## src/rtl/spi_ctrl_engine.sv

```systemverilog
// SPI mode-0 (CPOL=0, CPHA=0) MSB-first controller: one valid/ready command per word, one-cycle
// response strobe. Define SPI_CTRL_BURST_EN to add cmd_last_i and multi-word frames (HOLD state).
module spi_ctrl_engine #(
   parameter int unsigned DATA_W  = 8,
   parameter int unsigned CLK_DIV = 4
) (
   input  logic              clk,
   input  logic              rst_n,
   input  logic              cmd_valid_i,
   output logic              cmd_ready_o,
   input  logic [DATA_W-1:0] cmd_data_i,
`ifdef SPI_CTRL_BURST_EN
   input  logic              cmd_last_i,
`endif
   output logic              rsp_valid_o,
   output logic [DATA_W-1:0] rsp_data_o,
   output logic              busy_o,
   output logic              spi_csn_o,
   output logic              spi_sclk_o,
   output logic              spi_sdi_o,
   input  logic              spi_sdo_i
);

   localparam int unsigned DivW = (CLK_DIV > 1) ? $clog2(CLK_DIV) : 1;
   localparam int unsigned CntW = $clog2(DATA_W + 1);
   localparam logic [DivW-1:0] DivMax = DivW'(CLK_DIV - 1);
   localparam logic [CntW-1:0] CntMax = CntW'(DATA_W);

   typedef enum logic [2:0] {
      StIdle,
      StLead,
      StShift,
      StTrail,
`ifdef SPI_CTRL_BURST_EN
      StGap,
      StHold
`else
      StGap
`endif
   } state_e;

   state_e            state_q, state_d;
   logic [DivW-1:0]   div_q, div_d;
   logic [CntW-1:0]   cnt_q, cnt_d;
   logic [DATA_W-1:0] sh_q, sh_d;
   logic              csn_q, csn_d;
   logic              sclk_q, sclk_d;
   logic              sdi_q, sdi_d;
   logic              ready_q, ready_d;
   logic              rsp_valid_q, rsp_valid_d;
   logic [DATA_W-1:0] rsp_data_q, rsp_data_d;
   logic              busy_q, busy_d;
`ifdef SPI_CTRL_BURST_EN
   logic              last_q, last_d;
`endif

   logic tick;
   logic accept;

   assign tick   = (div_q == DivMax);
   // ready_q is only ever high in IDLE or HOLD, so accept needs no state qualifier
   assign accept = cmd_valid_i & ready_q;

   always_comb begin
      state_d     = state_q;
      div_d       = div_q;
      cnt_d       = cnt_q;
      sh_d        = sh_q;
      csn_d       = csn_q;
      sclk_d      = sclk_q;
      sdi_d       = sdi_q;
      ready_d     = ready_q;
      rsp_valid_d = 1'b0;
      rsp_data_d  = rsp_data_q;
`ifdef SPI_CTRL_BURST_EN
      last_d      = last_q;
`endif

      if (state_q != StIdle
`ifdef SPI_CTRL_BURST_EN
          && state_q != StHold
`endif
         ) begin
         div_d = tick ? '0 : div_q + DivW'(1);
      end

      unique case (state_q)
         StIdle: ready_d = 1'b1;
         StLead: begin
            if (tick) begin
               sclk_d  = 1'b1;
               sh_d    = {sh_q[DATA_W-2:0], spi_sdo_i};
               cnt_d   = cnt_q + CntW'(1);
               state_d = StShift;
            end
         end
         StShift: begin
            if (tick) begin
               if (sclk_q) begin
                  sclk_d = 1'b0;
                  if (cnt_q != CntMax) sdi_d = sh_q[DATA_W-1];
               end else if (cnt_q == CntMax) begin
                  // Word ends after the low half-period following the last falling edge
`ifdef SPI_CTRL_BURST_EN
                  if (last_q) begin
                     state_d = StTrail;
                  end else begin
                     state_d     = StHold;
                     rsp_valid_d = 1'b1;
                     rsp_data_d  = sh_q;
                     ready_d     = 1'b1;
                  end
`else
                  state_d = StTrail;
`endif
               end else begin
                  sclk_d = 1'b1;
                  sh_d   = {sh_q[DATA_W-2:0], spi_sdo_i};
                  cnt_d  = cnt_q + CntW'(1);
               end
            end
         end
         StTrail: begin
            if (tick) begin
               csn_d       = 1'b1;
               rsp_valid_d = 1'b1;
               rsp_data_d  = sh_q;
               state_d     = StGap;
            end
         end
         StGap: begin
            if (tick) begin
               ready_d = 1'b1;
               state_d = StIdle;
            end
         end
`ifdef SPI_CTRL_BURST_EN
         StHold: ready_d = 1'b1;
`endif
         default: state_d = StIdle;
      endcase

      if (accept) begin
         ready_d = 1'b0;
         sh_d    = cmd_data_i;
         sdi_d   = cmd_data_i[DATA_W-1];
         csn_d   = 1'b0;
         cnt_d   = '0;
         div_d   = '0;
         state_d = StLead;
`ifdef SPI_CTRL_BURST_EN
         last_d  = cmd_last_i;
`endif
      end

      busy_d = (state_d != StIdle);
   end

   always_ff @(posedge clk or negedge rst_n) begin
      if (!rst_n) begin
         state_q     <= StIdle;
         div_q       <= '0;
         cnt_q       <= '0;
         sh_q        <= '0;
         csn_q       <= 1'b1;
         sclk_q      <= 1'b0;
         sdi_q       <= 1'b0;
         ready_q     <= 1'b0;
         rsp_valid_q <= 1'b0;
         rsp_data_q  <= '0;
         busy_q      <= 1'b0;
      end else begin
         state_q     <= state_d;
         div_q       <= div_d;
         cnt_q       <= cnt_d;
         sh_q        <= sh_d;
         csn_q       <= csn_d;
         sclk_q      <= sclk_d;
         sdi_q       <= sdi_d;
         ready_q     <= ready_d;
         rsp_valid_q <= rsp_valid_d;
         rsp_data_q  <= rsp_data_d;
         busy_q      <= busy_d;
      end
   end

`ifdef SPI_CTRL_BURST_EN
   always_ff @(posedge clk or negedge rst_n) begin
      if (!rst_n) last_q <= 1'b1;
      else        last_q <= last_d;
   end
`endif

   assign cmd_ready_o = ready_q;
   assign rsp_valid_o = rsp_valid_q;
   assign rsp_data_o  = rsp_data_q;
   assign busy_o      = busy_q;
   assign spi_csn_o   = csn_q;
   assign spi_sclk_o  = sclk_q;
   assign spi_sdi_o   = sdi_q;

endmodule

```

## config.mk

```make
export PLATFORM = sky130hd
export DESIGN_NAME = spi_ctrl_engine
export DESIGN_NICKNAME = d
export VERILOG_FILES = /design/src/rtl/spi_ctrl_engine.sv
export SDC_FILE = /design/constraint.sdc
export NUM_CORES = 1
export LEC_CHECK = 0
export ABC_AREA = 1
export ABC_CLOCK_PERIOD_IN_PS = 1600
export CELL_PAD_IN_SITES_DETAIL_PLACEMENT = 2
export CELL_PAD_IN_SITES_GLOBAL_PLACEMENT = 2
export CORE_MARGIN = 5
export CORE_UTILIZATION = 30
export CTS_BUF_LIST = sky130_fd_sc_hd__clkbuf_16
export CTS_CLUSTER_SIZE = 14
export DETAILED_ROUTE_END_ITERATION = 7
export PLACE_DENSITY_LB_ADDON = 0.2
export SETUP_SLACK_MARGIN = 0.5
export SLEW_MARGIN = 5
export SYNTH_ARGS = -nofsm -noshare
export SYNTH_HDL_FRONTEND = slang
export SYNTH_SLANG_ARGS = --single-unit
```

## constraint.sdc

```tcl
create_clock -name clk -period 1.6 [get_ports clk]
set_input_delay 0.24 -clock clk [delete_from_list [all_inputs] [get_ports clk]]
set_output_delay 0.24 -clock clk [all_outputs]
set_load 0.05 [all_outputs]
```

==> results.ini <==
[synth]
synth-xor-area-share_pct=1.753
synthMuxAreaShare_pct=0
synth_compound_area_share_pct=2.671
syn_avg_cell_area_um2=7.973
synth-simple-area-share_pct=35.89
synth_nets=203
synth-adder-area-share_pct=2.504
ys_types=23
yosysSeqAreaShare_pct=51.84
yosys_register_bits=31
syn_inst=188
synth_area_um2=1499
synth_warnings=0
synth_top_family_by_area=simple AND/OR/NAND/NOR gates

[clocking]
hold_buffers=0
numCtsBuffers=5
clockBufferDepth=2
cts.sinks=31
root_buffer=clkbuf_16
clkTransAtPathRegs_ns=0.06
clock_latency_ns=0.28
cts_tree=built
cts.htree.levels=2

[sta]
relSlewSlack_pct=78.60
worst_slack_ns=0.1658
hold_viol_final=0
max_clock_freq_mhz=697.2
worst_pin_slew_ns=0.3210
rsz0062_at_grt=true
period_minus_slack_ns=1.434
period_share_pct=89.64
finalClockSkew_ns=0.009396
tns_ns=0
setup_viol=0
slew_viol_final=0

[layout]
multi_input_area_um2=855.8
final_nets=256
drive_above_1_share_pct=40.50
diodes=0
final-seq-area_um2=782.0
syn2layout_area_growth_pct=62.85
fill_cells=508

[job]
max-cap-violations=0

[floorplan]
io-pin-count=26
die_w_um=80.69
die_area_um2=6510
core_um2=4786
placement_rows=25
die_h_um=80.69
initial_core_util_pct=31.32

[detailed_routing]
dr_total_vias=1502
via_per_inst=4.861
drtIter0Drc=57
ant_nets=0
drt_wl_total_mm=5.957
dr.pass1.iters=4
route.detailed.drc=0
wl_per_cell_um=19.28

[placed_design]
finalWeightedCongestion=0.7606
place_ws_ns=0.07292
numPortBuffers=25
dp_hpwl_mm=3.237

[global_routing]
grt_pass1_vias=1686
grt_pass1_wl_mm=8.887
antenna_found_initial=0
grt_max_degree=32
grt_usage_pct=18.53
grt-ovfl-total=0

[critical_path]
regToRegSetupSlack_ns=0.17
crit_type=register to register
start_kind=register
r2r_cells=6
required_ns=1.76
reg2reg_to=sh_q[6]
end_kind=register
regToRegStartpoint=state_q[0]
arrival_ns=1.60
worstPathMaxFanout=6

[pwr]
leakage_nw=1.208
power.density_nw_per_um2=2051
ir_drop_uv=626.7

[run_status]
outcome=complete, no violations

[min_path]
min-delay-path-class=primary input to async pin

==> through the flow <==
step | cells | utilization (%) | cell area [µm²] | total power [W] | hold WS, ns
detailed placement | 277 | 38.59 | 1847 | 0.003261 | 0.4705
CTS | 298 | 46.61 | 2231 | 0.004566 | 0.3447
finish | 309 | 51.01 | 2441 | 0.005006 | 0.3280
global placement | 277 | 38.59 | 1847 | 0.003154 | 0.4645
global route | 309 | 51.01 | 2441 | 0.005311 | 0.3512
floorplan | 188 | - | 1554 | 0.002672 | -0.05559
==> state kept, by name, summed over array words and instances, names as in the netlist <==
signal,flops
busy_o,1
cmd_ready_o,1
rsp_data_o,8
cnt_q,4
sh_q,8
rsp_valid_o,1
spi_sclk_o,1
div_q,2
spi_sdi_o,1
state_q,3
spi_csn_o,1
==> synth_stat cells, drive strengths merged <==
cell type / number / area (µm²)
nand2: 88 / 340.3
dfrtp: 30 / 750.7
nand3: 20 / 110.1
inv: 12 / 45.04
nor2: 12 / 45.04
buf: 5 / 31.28
nand4: 4 / 25.02
ha: 3 / 37.54
o21ai: 3 / 15.01
a21oi: 2 / 10.01
xor2: 2 / 17.52
clkinv: 1 / 3.750
dfstp: 1 / 26.28
nand3b: 1 / 7.510
nor3: 1 / 10.01
o21bai: 1 / 7.510
o31ai: 1 / 7.510
xnor2: 1 / 8.760
==> power breakdown <==
group | switching [W] | internal [W]
Combinational | 0.00161 | 0.00105
Clock | 0.000349 | 0.000562
Sequential | 0.000325 | 0.00111
Total | 0.00229 | 0.00272
==> cell families after synthesis <==
family	Yosys count
AOI/OAI and AO/OA	7
xor gates and xnor gates	3
and+or+nand+nor	126
buffers and inverters	18
adders and majority gates	3
DFF	31
==> routing by layer <==
| metal | track usage [%] | part of all wire (%) |
|---|---|---|
| met1 | 20.76 | 40 |
| met4 | 6.588 | 1.3 |
| met5 | 0 | 0 |
| met3 | 4.933 | 3.4 |
| met2 | 33.44 | 55 |
==> placed cells by master (no fill, tap or decap), types with 2 or more instances in the layout <==
cell type / n
buf_12: 4
buf_4: 19
buf_6: 15
clkbuf_16: 5
clkdlybuf4s50_1: 11
clkinv_4: 2
dfrtp_1: 26
dfrtp_2: 4
ha_4: 2
inv_1: 6
inv_2: 6
nand2_1: 67
nand2_2: 11
nand2_4: 8
nand2_8: 2
nand3_1: 11
nand3_2: 7
nand3_4: 2
nand4_1: 4
nor2_1: 8
nor2_2: 3
o21ai_0: 2
xor2_1: 2
==> worst max-delay path, cell delays in order (launching register included) <==
cell,delay (ns)
dfrtp_2,0.46
nand3b_1,0.23
nand2_2,0.12
nand3_4,0.14
buf_4,0.18
nand3_1,0.10
nand2_1,0.08
==> worst max-delay path by stage <==
stage                           from        to  slack (ns)  cells after the start
after floorplan             cnt_q[0]  cnt_q[1]        0.35                      9
after global placement      cnt_q[0]   sh_q[2]        0.13                      9
after detailed placement    cnt_q[0]   sh_q[0]        0.07                      9
after CTS                 state_q[0]   sh_q[2]        0.27                      6
after global routing      state_q[0]   sh_q[6]        0.13                      6
final                     state_q[0]   sh_q[6]        0.17                      6
==> area by class of cell <==
type / instances / area share, %
Tap cell: 67 / 3.434
Timing Repair Buffer: 50 / 21.17
Sequential cell: 31 / 32.03
Multi-Input combinational cell: 139 / 35.06
Clock inverter: 3 / 0.5126
Timing Repair inverter: 1 / 0.3588
Inverter: 13 / 2.307
Clock buffer: 5 / 5.126
==> what timing repair did <==
action,in CTS,in global routing
gates cloned,1,0
buffers inserted,12,11
endpoints found under the setup margin,37,40
gates resized for setup,33,39
pin swaps,15,15
No activity file was read; power rests on OpenSTA's default activity.
